`src/rtl/inv_mix_columns_seq.sv`:
```
// Column-serial AES (Inv)MixColumns: captures a 128-bit state, then mixes one
// 32-bit column per clock into a registered result held until accepted.
module inv_mix_columns_seq #(
  parameter bit INVERSE = 1'b1
) (
  input  logic         Clk,
  input  logic         Rst_n,
  input  logic         InValid,
  output logic         InReady,
  input  logic [127:0] InState,
  output logic         OutValid,
  input  logic         OutReady,
  output logic [127:0] OutState,
  output logic         Busy
);

  localparam logic [1:0] IDLE = 2'd0;
  localparam logic [1:0] RUN  = 2'd1;
  localparam logic [1:0] DONE = 2'd2;

  logic [1:0]   state;
  logic [1:0]   col;
  logic [127:0] hold;
  logic [31:0]  cur_col;
  logic [31:0]  mixed_col;

  function automatic logic [7:0] xtime(input logic [7:0] b);
    xtime = {b[6:0], 1'b0} ^ (b[7] ? 8'h1b : 8'h00);
  endfunction

  // Coefficient products built from repeated xtime; only 02/03/09/0B/0D/0E are needed.
  function automatic logic [31:0] mix_column(input logic [31:0] c);
    logic [7:0] a [4];
    logic [7:0] x2 [4];
    logic [7:0] x4 [4];
    logic [7:0] x8 [4];
    logic [7:0] m2 [4];
    logic [7:0] m3 [4];
    logic [7:0] m9 [4];
    logic [7:0] mb [4];
    logic [7:0] md [4];
    logic [7:0] me [4];
    for (int i = 0; i < 4; i++) begin
      a[i]  = c[31-8*i -: 8];
      x2[i] = xtime(a[i]);
      x4[i] = xtime(x2[i]);
      x8[i] = xtime(x4[i]);
      m2[i] = x2[i];
      m3[i] = x2[i] ^ a[i];
      m9[i] = x8[i] ^ a[i];
      mb[i] = x8[i] ^ x2[i] ^ a[i];
      md[i] = x8[i] ^ x4[i] ^ a[i];
      me[i] = x8[i] ^ x4[i] ^ x2[i];
    end
    if (INVERSE) begin
      mix_column = {me[0] ^ mb[1] ^ md[2] ^ m9[3],
                    m9[0] ^ me[1] ^ mb[2] ^ md[3],
                    md[0] ^ m9[1] ^ me[2] ^ mb[3],
                    mb[0] ^ md[1] ^ m9[2] ^ me[3]};
    end else begin
      mix_column = {m2[0] ^ m3[1] ^ a[2]  ^ a[3],
                    a[0]  ^ m2[1] ^ m3[2] ^ a[3],
                    a[0]  ^ a[1]  ^ m2[2] ^ m3[3],
                    m3[0] ^ a[1]  ^ a[2]  ^ m2[3]};
    end
  endfunction

  always_comb begin
    cur_col = 32'h0;
    case (col)
      2'd0:    cur_col = hold[127:96];
      2'd1:    cur_col = hold[95:64];
      2'd2:    cur_col = hold[63:32];
      default: cur_col = hold[31:0];
    endcase
  end

  assign mixed_col = mix_column(cur_col);

  always_ff @(posedge Clk or negedge Rst_n) begin
    if (!Rst_n) begin
      state    <= IDLE;
      col      <= 2'd0;
      hold     <= 128'h0;
      OutState <= 128'h0;
    end else begin
      case (state)
        IDLE: begin
          if (InValid) begin
            hold  <= InState;
            col   <= 2'd0;
            state <= RUN;
          end
        end
        RUN: begin
          case (col)
            2'd0:    OutState[127:96] <= mixed_col;
            2'd1:    OutState[95:64]  <= mixed_col;
            2'd2:    OutState[63:32]  <= mixed_col;
            default: OutState[31:0]   <= mixed_col;
          endcase
          col <= col + 2'd1;
          if (col == 2'd3) begin
            state <= DONE;
          end
        end
        DONE: begin
          // No accept on the handshake edge; IDLE is visible one cycle later.
          if (OutReady) begin
            state <= IDLE;
          end
        end
        default: state <= IDLE;
      endcase
    end
  end

  assign InReady  = (state == IDLE);
  assign OutValid = (state == DONE);
  assign Busy     = (state != IDLE);

endmodule

```
`config.mk`:
```
export PLATFORM = sky130hd
export DESIGN_NAME = inv_mix_columns_seq
export DESIGN_NICKNAME = d
export VERILOG_FILES = /design/src/rtl/inv_mix_columns_seq.sv
export SDC_FILE = /design/constraint.sdc
export NUM_CORES = 1
export LEC_CHECK = 0
export CORE_ASPECT_RATIO = 1.2
export CORE_MARGIN = 8
export CORE_UTILIZATION = 53
export DETAILED_ROUTE_END_ITERATION = 16
export PLACE_DENSITY_LB_ADDON = 0.2
export SYNTH_ARGS = -nofsm -noshare
export SYNTH_HDL_FRONTEND = slang
export SYNTH_SLANG_ARGS = --single-unit
```
`constraint.sdc`:
```
create_clock -name Clk -period 3.61 [get_ports Clk]
set_input_delay 0.5415 -clock Clk [delete_from_list [all_inputs] [get_ports Clk]]
set_output_delay 0.5415 -clock Clk [all_outputs]
set_load 0.02 [all_outputs]
```
==> impl_metrics.py, run 1 <==
metrics = {
    "floorplan": {
        "fp.dieW_um": 163,
        "fp.dieH_um": 192,
        "io-pin-count": 263,
        "coreArea_um2": 25500,
        "initial_core_util_pct": 53.8,
        "dieArea_um2": 31300,
        "placementRows": 64,
    },
    "global_route": {
        "grtUsageTotal_pct": 26.0,
        "antenna_found_initial": 0,
        "grt_first_pass_wirelength_mm": 62.8,
        "grt_max_degree": 102,
        "first_global_vias": 10800,
        "grt_overflow": 0,
    },
    "timing": {
        "relSlewSlack_pct": 19.1,
        "setup_violations": 0,
        "period_share_pct": 96.3,
        "period_minus_slack_ps": 3480,
        "hold_viol_final": 0,
        "timing.hold.ws_ps": 46.2,
        "maxSlewViolCount": 0,
        "timing.fmax_mhz": 288,
        "skew_ps": 6.83,
        "tightest_slew_ps": 1210,
    },
    "clocking": {
        "h-tree-depth": 1,
        "cts_buffers": 25,
        "postCtsHoldBufs": 0,
        "cts_tree": "done",
        "cts_sinks": 260,
        "clk_path_buf_depth": 3,
        "cts.clk_slew.worst_paths_ps": 60,
        "ctsRootBufferMaster": "clkbuf_16",
        "worstSkewPairLatency_ps": 540,
    },
    "worst_setup_path": {
        "critPathArrivalTime_ps": 3920,
        "cp-end-kind": "flip-flop",
        "crit_required_ps": 4050,
        "crit_type": "flip-flop to flip-flop",
        "crit_path_start_kind": "flip-flop",
        "crit_fanout": 34,
    },
    "final_layout": {
        "flow.area_growth_from_synthesis_pct": 32.3,
        "final_nets": 1680,
        "final_cells": 1891,
        "num_antenna_cells": 0,
        "drive_above_1_share_pct": 19.8,
        "fillers": 1869,
    },
    "logic_synthesis": {
        "synth_cell_types": 40,
        "synth_edf_count": 0,
        "synth-main-ff-cell": "dfrtp_1",
        "synth-seq-cells": 260,
        "netlist_instances": 1247,
        "yosysSeqAreaShare_pct": 47.4,
        "postSynth.asyncResetShare_pct": 100,
        "syn_area_per_cell_um2": 11.0,
        "ys_warn_count": 0,
        "syn-cell-area_um2": 13700,
        "syn-num-nets": 1384,
    },
    "route": {
        "dr.first_iter.drc_count": 714,
        "ant_nets": 0,
        "wl_per_cell_um": 22.0,
        "drcViolationCount": 0,
        "wl_mm": 41.6,
        "routed_via_density": 5.50,
        "dr.pass1.iters": 6,
        "vias": 10400,
    },
    "outcome": {
        "status": "complete, no violations",
    },
    "placement": {
        "gp_congestion": 0.967,
        "hpwl_mm": 32.0,
        "io_buffers": 262,
        "dp.cells": 1834,
    },
    "hold_path": {
        "hold_path.class": "input port to async pin",
    },
    "job": {
        "cap_violations": 0,
    },
}
==> timing repair <==
item,4_1_cts,5_1_grt
hold endpoints to repair,0,0
setup endpoints to repair,36,59
buffers inserted,1,11
gates resized for setup,5,15
pin swaps,2,9
==> sequential cells by signal, indices dropped and copies added (netlist names) <==
name	count
OutState	128
hold	128
col	2
state	2
==> cell type report <==
class / instances / area [µm²] / share of cell area (%)
Multi-Input combinational cell: 880 / 6840 / 37.7
Sequential cell: 260 / 6510 / 35.9
Timing Repair Buffer: 369 / 3530 / 19.5
Clock buffer: 34 / 709 / 3.91
Tap cell: 330 / 413 / 2.28
Clock inverter: 11 / 123 / 0.676
Inverter: 7 / 26.3 / 0.145
==> kinds of logic after synthesis <==
kind of cell | after synthesis | synth area share (%)
compound gates | 240 | 10.3
buf+inv | 107 | 3.39
fa+ha+maj | 5 | 0.456
xor+xnor | 273 | 20.3
flops | 260 | 47.4
simple gates | 221 | 6.40
mux | 141 | 11.7
==> worst paths after layout <==
kind | from | to | slack (ps) | cells past startpoint
max | col[0] | OutState[37] | 130 | 14
min | Rst_n | OutState[87] | 50 | 1
max reg2reg | col[0] | OutState[37] | 130 | 14
min reg2reg | OutState[91] | OutState[91] | 480 | 2
max in group asynchronous | Rst_n | OutState[20] | 2620 | 2
min in group Clk | OutState[91] | OutState[91] | 480 | 2
==> worst max-delay path: stages, from the launching register on <==
cell and delay, ps:
dfrtp_1 380, inv_1 70, buf_4 140, ha_1 220, buf_12 170, a222oi_1 290
buf_4 230, buf_12 110, xnor2_1 160, xnor2_1 120, mux2i_2 320, buf_4 180
xor2_1 220, xnor3_1 510, o21ai_0 250
==> Yosys cell counts, types with 8 or more instances <==
| cell | count | area [µm²] |
|---|---|---|
| dfrtp_1 | 260 | 6510 |
| xnor2_1 | 174 | 1520 |
| nand2_1 | 157 | 589 |
| o21ai_0 | 130 | 651 |
| mux2_2 | 127 | 1430 |
| clkbuf_1 | 74 | 278 |
| xor2_1 | 69 | 604 |
| nor2_1 | 47 | 176 |
| a21oi_1 | 41 | 205 |
| a222oi_1 | 31 | 310 |
| xnor3_1 | 24 | 541 |
| o21ai_1 | 20 | 100 |
| mux2i_1 | 11 | 110 |
| buf_2 | 9 | 45.0 |
| buf_1 | 8 | 30.0 |
==> placed cells by master, fill, tap and decap left out, types with 8 or more instances in the layout <==
cell / n
a222oi_1: 31
dfrtp_1: 260
a21oi_1: 39
mux2i_1: 10
xnor3_1: 18
xor2_1: 66
o21ai_0: 129
buf_4: 99
xnor2_1: 171
buf_12: 8
clkdlybuf4s50_1: 261
clkbuf_16: 25
nand2_1: 153
mux2_2: 127
o21ai_1: 21
nor2_1: 47
==> per-stage QoR <==
| stage | area [µm²] | TNS (ps) | worst slack, ps | utilization (%) |
|---|---|---|---|---|
| after CTS | 18000 | 0 | 14.5 | 70.6 |
| final | 18100 | 0 | 133 | 71.3 |
| after global routing | 18100 | -17.4 | -14.5 | 71.3 |
| after global placement | 17100 | -91.6 | -17.8 | 67.3 |
| after detailed placement | 17100 | -1610 | -127 | 67.3 |
| after floorplan | 13700 | 0 | 344 | - |
==> layer usage <==
| metal | global-route usage, % | wire [µm] |
|---|---|---|
| met1 | 32.0 | 16600 |
| met2 | 45.8 | 21100 |
| met3 | 4.03 | 2480 |
| met4 | 8.98 | 1390 |
| met5 | 0 | 0 |
Power of run 1 is left out: the tool's default activity adds up to more than one toggle a clock period on the data nets, which glitch-free logic cannot reach.
==> run 2: changes to the inputs <==
CORE_UTILIZATION = 48   (was 53)
clock period = 3.11 ns   (was 3.61 ns; I/O delays follow)
==> run 2 against run 1 <==
The run now ends with negative setup slack left. Setup slack worse by 400 ps. Utilization shrank 0.76 points. Maximum frequency is 2.8% higher. Final cell count increased by 8.8%. Global-route usage down 0.65 points. Clock-buffer cell count fell by 1. First-iteration DRC count is 18% higher. Design area rose by 10%. Die area rose by 9.5%. Flip-flop and latch count is the same. Sequential share of layout area fell by 3.4 points.
==> impl_metrics.py, run 2 (synthesis results as in run 1) <==
metrics = {
    "outcome": {
        "status": "finished with violations",
        "violations": "negative setup slack",
    },
    "worst_setup_path": {
        "max_stage_delay_ps": 460,
        "crit_top_cell": "buf_4",
        "crit_family": "XOR/XNOR gates",
        "crit_type": "flip-flop to flip-flop",
        "crit_path_start_kind": "flip-flop",
        "crit_required_ps": 3570,
        "crit_fanout": 9,
        "cp-end-kind": "flip-flop",
        "worstPathBufferInverterCount": 5,
        "path_cells": "buf_4 > ha_4 > a222oi_1 > buf_4 > xnor2_4 > buf_6 > xnor3_1 > mux2i_2 > buf_4 > buf_6 > xor3_1 > xnor3_2 > o21ai_2",
        "critPathArrivalTime_ps": 3840,
        "cp_slowest_cell": "a222oi_1",
    },
    "placement": {
        "hpwl_mm": 34.0,
        "io_buffers": 262,
        "postPlaceCellArea_um2": 18000,
        "gp_congestion": 0.966,
        "dp_slack_ps": -377,
    },
    "final_layout": {
        "final_nets": 1793,
        "final_common_cell": "clkdlybuf4s50_1",
        "num_antenna_cells": 0,
        "postLayoutCellArea_um2": 20000,
        "drive_above_1_share_pct": 30.4,
        "final_cell_mix": "clkdlybuf4s50_1 (261), dfrtp_1 (260), buf_4 (189)",
        "fillers": 2160,
        "reg_top3": "OutState (128), hold (128)",
        "flow.area_growth_from_synthesis_pct": 46.1,
    },
    "global_route": {
        "grt_use_met2_pct": 44.1,
        "first_global_vias": 11300,
        "grt_use_met3_pct": 3.86,
        "grt_first_pass_wirelength_mm": 66.9,
        "grt_max_degree": 70,
        "grt_use_met1_pct": 30.7,
        "antenna_found_initial": 0,
        "grt.busiest_layer": "met2",
        "grt_overflow": 0,
        "grtUsageTotal_pct": 25.4,
    },
    "timing": {
        "period_minus_slack_ps": 3380,
        "timing.fmax_mhz": 296,
        "setup_ws_ps": -271,
        "tightest_slew_ps": 945,
        "skew_ps": 27.5,
        "rsz0062_at_grt": "yes",
        "maxSlewViolCount": 0,
        "setup_violations": 78,
        "hold_viol_final": 0,
        "timing.hold.ws_ps": 448,
        "relSlewSlack_pct": 36.8,
        "tns_ps": -6430,
        "period_share_pct": 109,
    },
    "floorplan": {
        "io-pin-count": 263,
        "fp.dieH_um": 201,
        "coreArea_um2": 28400,
        "fp.dieW_um": 170,
        "initial_core_util_pct": 48.3,
        "dieArea_um2": 34300,
        "placementRows": 68,
    },
    "job": {
        "cap_violations": 0,
    },
    "clocking": {
        "h-tree-depth": 1,
        "clk_path_buf_depth": 3,
        "worstSkewPairLatency_ps": 550,
        "ctsRootBufferMaster": "clkbuf_16",
        "cts_sinks": 260,
        "cts_buffers": 26,
        "cts_tree": "done",
        "cts.clk_slew.worst_paths_ps": 60,
    },
    "route": {
        "wl_mm": 44.4,
        "drcViolationCount": 0,
        "vias": 10800,
        "dr.pass1.iters": 6,
        "ant_nets": 0,
        "dr.first_iter.drc_count": 843,
        "wl_per_cell_um": 21.6,
        "routed_via_density": 5.25,
    },
    "hold_path": {
        "hold_path.class": "input port to async pin",
    },
}
-- run 2: final cells by class --
class / count / area [µm²] / share of cell area, %
multi-input cells: 880 / 7590 / 37.9
flip-flops and latches: 260 / 6510 / 32.5
repair buffers: 481 / 4520 / 22.5
clock buffers: 33 / 717 / 3.58
well taps: 385 / 482 / 2.40
clock inverters: 11 / 201 / 1.01
inverters: 7 / 26.3 / 0.131
-- run 2: repair_timing --
action / 4_1_cts / 5_1_grt
endpoints found under the hold margin: 45 / 0
buffers inserted: 26 / 7
endpoints found under the setup margin: 124 / 128
resized for setup: 117 / 82
pin swaps: 53 / 27
hold buffers: 1 / 0
-- run 2: worst reg2reg max path: stages, from the launching register on --
cell      delay [ps]
dfrtp_1          390
buf_4            150
ha_4             200
a222oi_1         460
buf_4            220
xnor2_4          130
buf_6            130
xnor3_1          320
mux2i_2          150
buf_4            160
buf_6            110
xor3_1           250
xnor3_2          460
o21ai_2          160
-- run 2: worst paths after layout --
kind                          startpoint       endpoint  slack, ps  cells after the start
min in group Clk           OutState[103]  OutState[103]        480                      2
setup reg to reg                  col[1]  OutState[100]       -270                     13
hold / removal                     Rst_n   OutState[55]        450                      2
max in group asynchronous          Rst_n      hold[119]       1940                      3
setup / recovery                  col[1]  OutState[100]       -270                     13
hold reg to reg            OutState[103]  OutState[103]        480                      2
-- run 2: routing by layer --
layer | part of all wire (%) | up-vias
met4 | 4.0 | 0
met1 | 39 | 5304
li1 | - | 5049
met2 | 51 | 362
met3 | 5.3 | 87
met5 | 0 | -
-- run 2: stage by stage --
step | cells | utilization, %
6_report | 2057 | 70.5
5_1_grt | 2057 | 70.5
4_1_cts | 2050 | 69.1
3_5_place_dp | 1980 | 63.3
3_3_place_gp | 1980 | 63.3
2_1_floorplan | 1247 | -
Power of run 2 is left out for the same reason.
==> run 3: changes to the inputs <==
GPL_ROUTABILITY_DRIVEN = 0   (was default)
PLACE_DENSITY_LB_ADDON = 0.12   (was 0.2)
==> run 3 against run 2 <==
The flow still finishes with violations (negative setup slack). Critical path depth is 2 higher. Design area is 2.1% higher. First-iteration DRC count is 16% lower. Utilization is 1.5 points higher. Critical path type unchanged. Clock-buffer cell count is 7 higher. Highest routed layer unchanged. Sequential share of layout area is 0.66 points lower.
==> impl_metrics.py, run 3 (synthesis results as in run 1) <==
metrics = {
    "placement": {
        "dp_slack_ps": -418,
        "io_buffers": 262,
        "hpwl_mm": 32.1,
    },
    "job": {
        "cap_violations": 0,
    },
    "clocking": {
        "worstSkewPairLatency_ps": 540,
        "cts.clk_slew.worst_paths_ps": 60,
        "h-tree-depth": 1,
        "cts_sinks": 260,
        "cts_buffers": 26,
        "ctsRootBufferMaster": "clkbuf_16",
        "cts_tree": "done",
        "clk_path_buf_depth": 3,
    },
    "timing": {
        "skew_ps": 10.2,
        "rsz0062_at_grt": "yes",
        "hold_viol_final": 0,
        "period_minus_slack_ps": 3430,
        "tightest_slew_ps": 792,
        "setup_ws_ps": -320,
        "timing.fmax_mhz": 292,
        "maxSlewViolCount": 0,
        "period_share_pct": 110,
        "relSlewSlack_pct": 47.1,
        "setup_violations": 94,
    },
    "final_layout": {
        "reg_top3": "OutState (128), hold (128)",
        "final_nets": 1807,
        "flow.area_growth_from_synthesis_pct": 49.1,
        "final_common_cell": "clkdlybuf4s50_1",
        "final_core_util_pct": 72.0,
        "final_cell_mix": "clkdlybuf4s50_1 (261), dfrtp_1 (260), buf_4 (182)",
        "drive_above_1_share_pct": 33.5,
        "num_antenna_cells": 0,
        "fillers": 2041,
    },
    "hold_path": {
        "hold_path.class": "input port to async pin",
    },
    "route": {
        "routed_via_density": 5.36,
        "wl_per_cell_um": 21.5,
        "dr.first_iter.drc_count": 709,
        "dr.pass1.iters": 5,
        "ant_nets": 0,
        "drcViolationCount": 0,
        "vias": 11100,
        "wl_mm": 44.6,
    },
    "floorplan": {
        "dieArea_um2": 34300,
        "io-pin-count": 263,
        "fp.dieW_um": 170,
        "placementRows": 68,
        "fp.dieH_um": 201,
        "initial_core_util_pct": 48.3,
        "coreArea_um2": 28400,
    },
    "worst_setup_path": {
        "worstPathBufferInverterCount": 8,
        "crit_type": "flip-flop to flip-flop",
        "crit_start": "col[0]",
        "cp-end-kind": "flip-flop",
        "max_stage_delay_ps": 530,
        "crit_family": "buffers and inverters",
        "critPathArrivalTime_ps": 3890,
        "path_cells": "inv_2 > buf_6 > ha_4 > buf_6 > a222oi_1 > buf_4 > buf_6 > nor3b_2 > o31ai_2 > buf_4 > buf_4 > buf_4 > xnor3_1 > xor3_2 > o21ai_1",
        "crit_fanout": 6,
        "crit_path_start_kind": "flip-flop",
        "crit_required_ps": 3570,
        "r2r-start": "col[0]",
        "crit_top_cell": "buf_4",
        "cp_slowest_cell": "xor3_2",
    },
    "global_route": {
        "grt_max_degree": 76,
        "antenna_found_initial": 0,
        "grt_overflow": 0,
        "grtUsageTotal_pct": 24.4,
        "grt_first_pass_wirelength_mm": 64.9,
        "first_global_vias": 11300,
    },
    "outcome": {
        "status": "finished with violations",
        "violations": "negative setup slack",
    },
}
==> run 3: changes by cell type in the layout (fill, tap and decap cells not counted), moves of 5 or more <==
cell / change
xnor2_1: -7
o21ai_0: -23
buf_4: -7
a21oi_2: +7
o21ai_2: +19
buf_6: +15
a21oi_1: -9
bufinv_16: -5
==> run 3: metrics by stage <==
stage	instances	hold slack (ps)	cell area (µm²)	setup TNS [ps]
global route	2074	504	20400	-28130
CTS	2040	475	19300	-2830
finish	2074	463	20400	-13880
detailed placement	1964	450	17800	-31390
global placement	1964	443	17800	-22190
floorplan	1247	171	13800	-20.8
==> run 3: final timing paths <==
path	to	cells past startpoint	slack, ps
worst max-delay path	OutState[116]	15	-320
worst min-delay path	OutState[94]	2	460
worst max register to register	OutState[116]	15	-320
worst min register to register	OutState[45]	2	480
max in group asynchronous	hold[116]	3	1830
min in group Clk	OutState[45]	2	480
==> run 3: final cells by class <==
cell class / instances / area (µm²) / area share (%)
multi-input cells: 880 / 7870 / 38.5
flip-flops and latches: 260 / 6510 / 31.8
repair buffers: 495 / 4730 / 23.1
clock buffers: 40 / 773 / 3.78
well taps: 385 / 482 / 2.36
clock inverters: 7 / 56.3 / 0.275
inverters: 7 / 26.3 / 0.128
==> run 3: routing by layer <==
metal	share of wire [%]	GRT usage, %	vias to the layer above
met3	6.0	3.61	110
li1	-	-	5088
met5	0	0	-
met2	51	41.5	423
met4	5.2	11.8	0
met1	38	29.7	5488
==> run 3: timing repair <==
action | in CTS | in global routing
endpoints found under the hold margin | 59 | 0
resized for setup | 104 | 204
buffers inserted | 28 | 34
cloned | 0 | 2
hold buffers | 1 | 0
endpoints found under the setup margin | 128 | 128
pin swaps | 44 | 70
Power of run 3 is left out for the same reason.
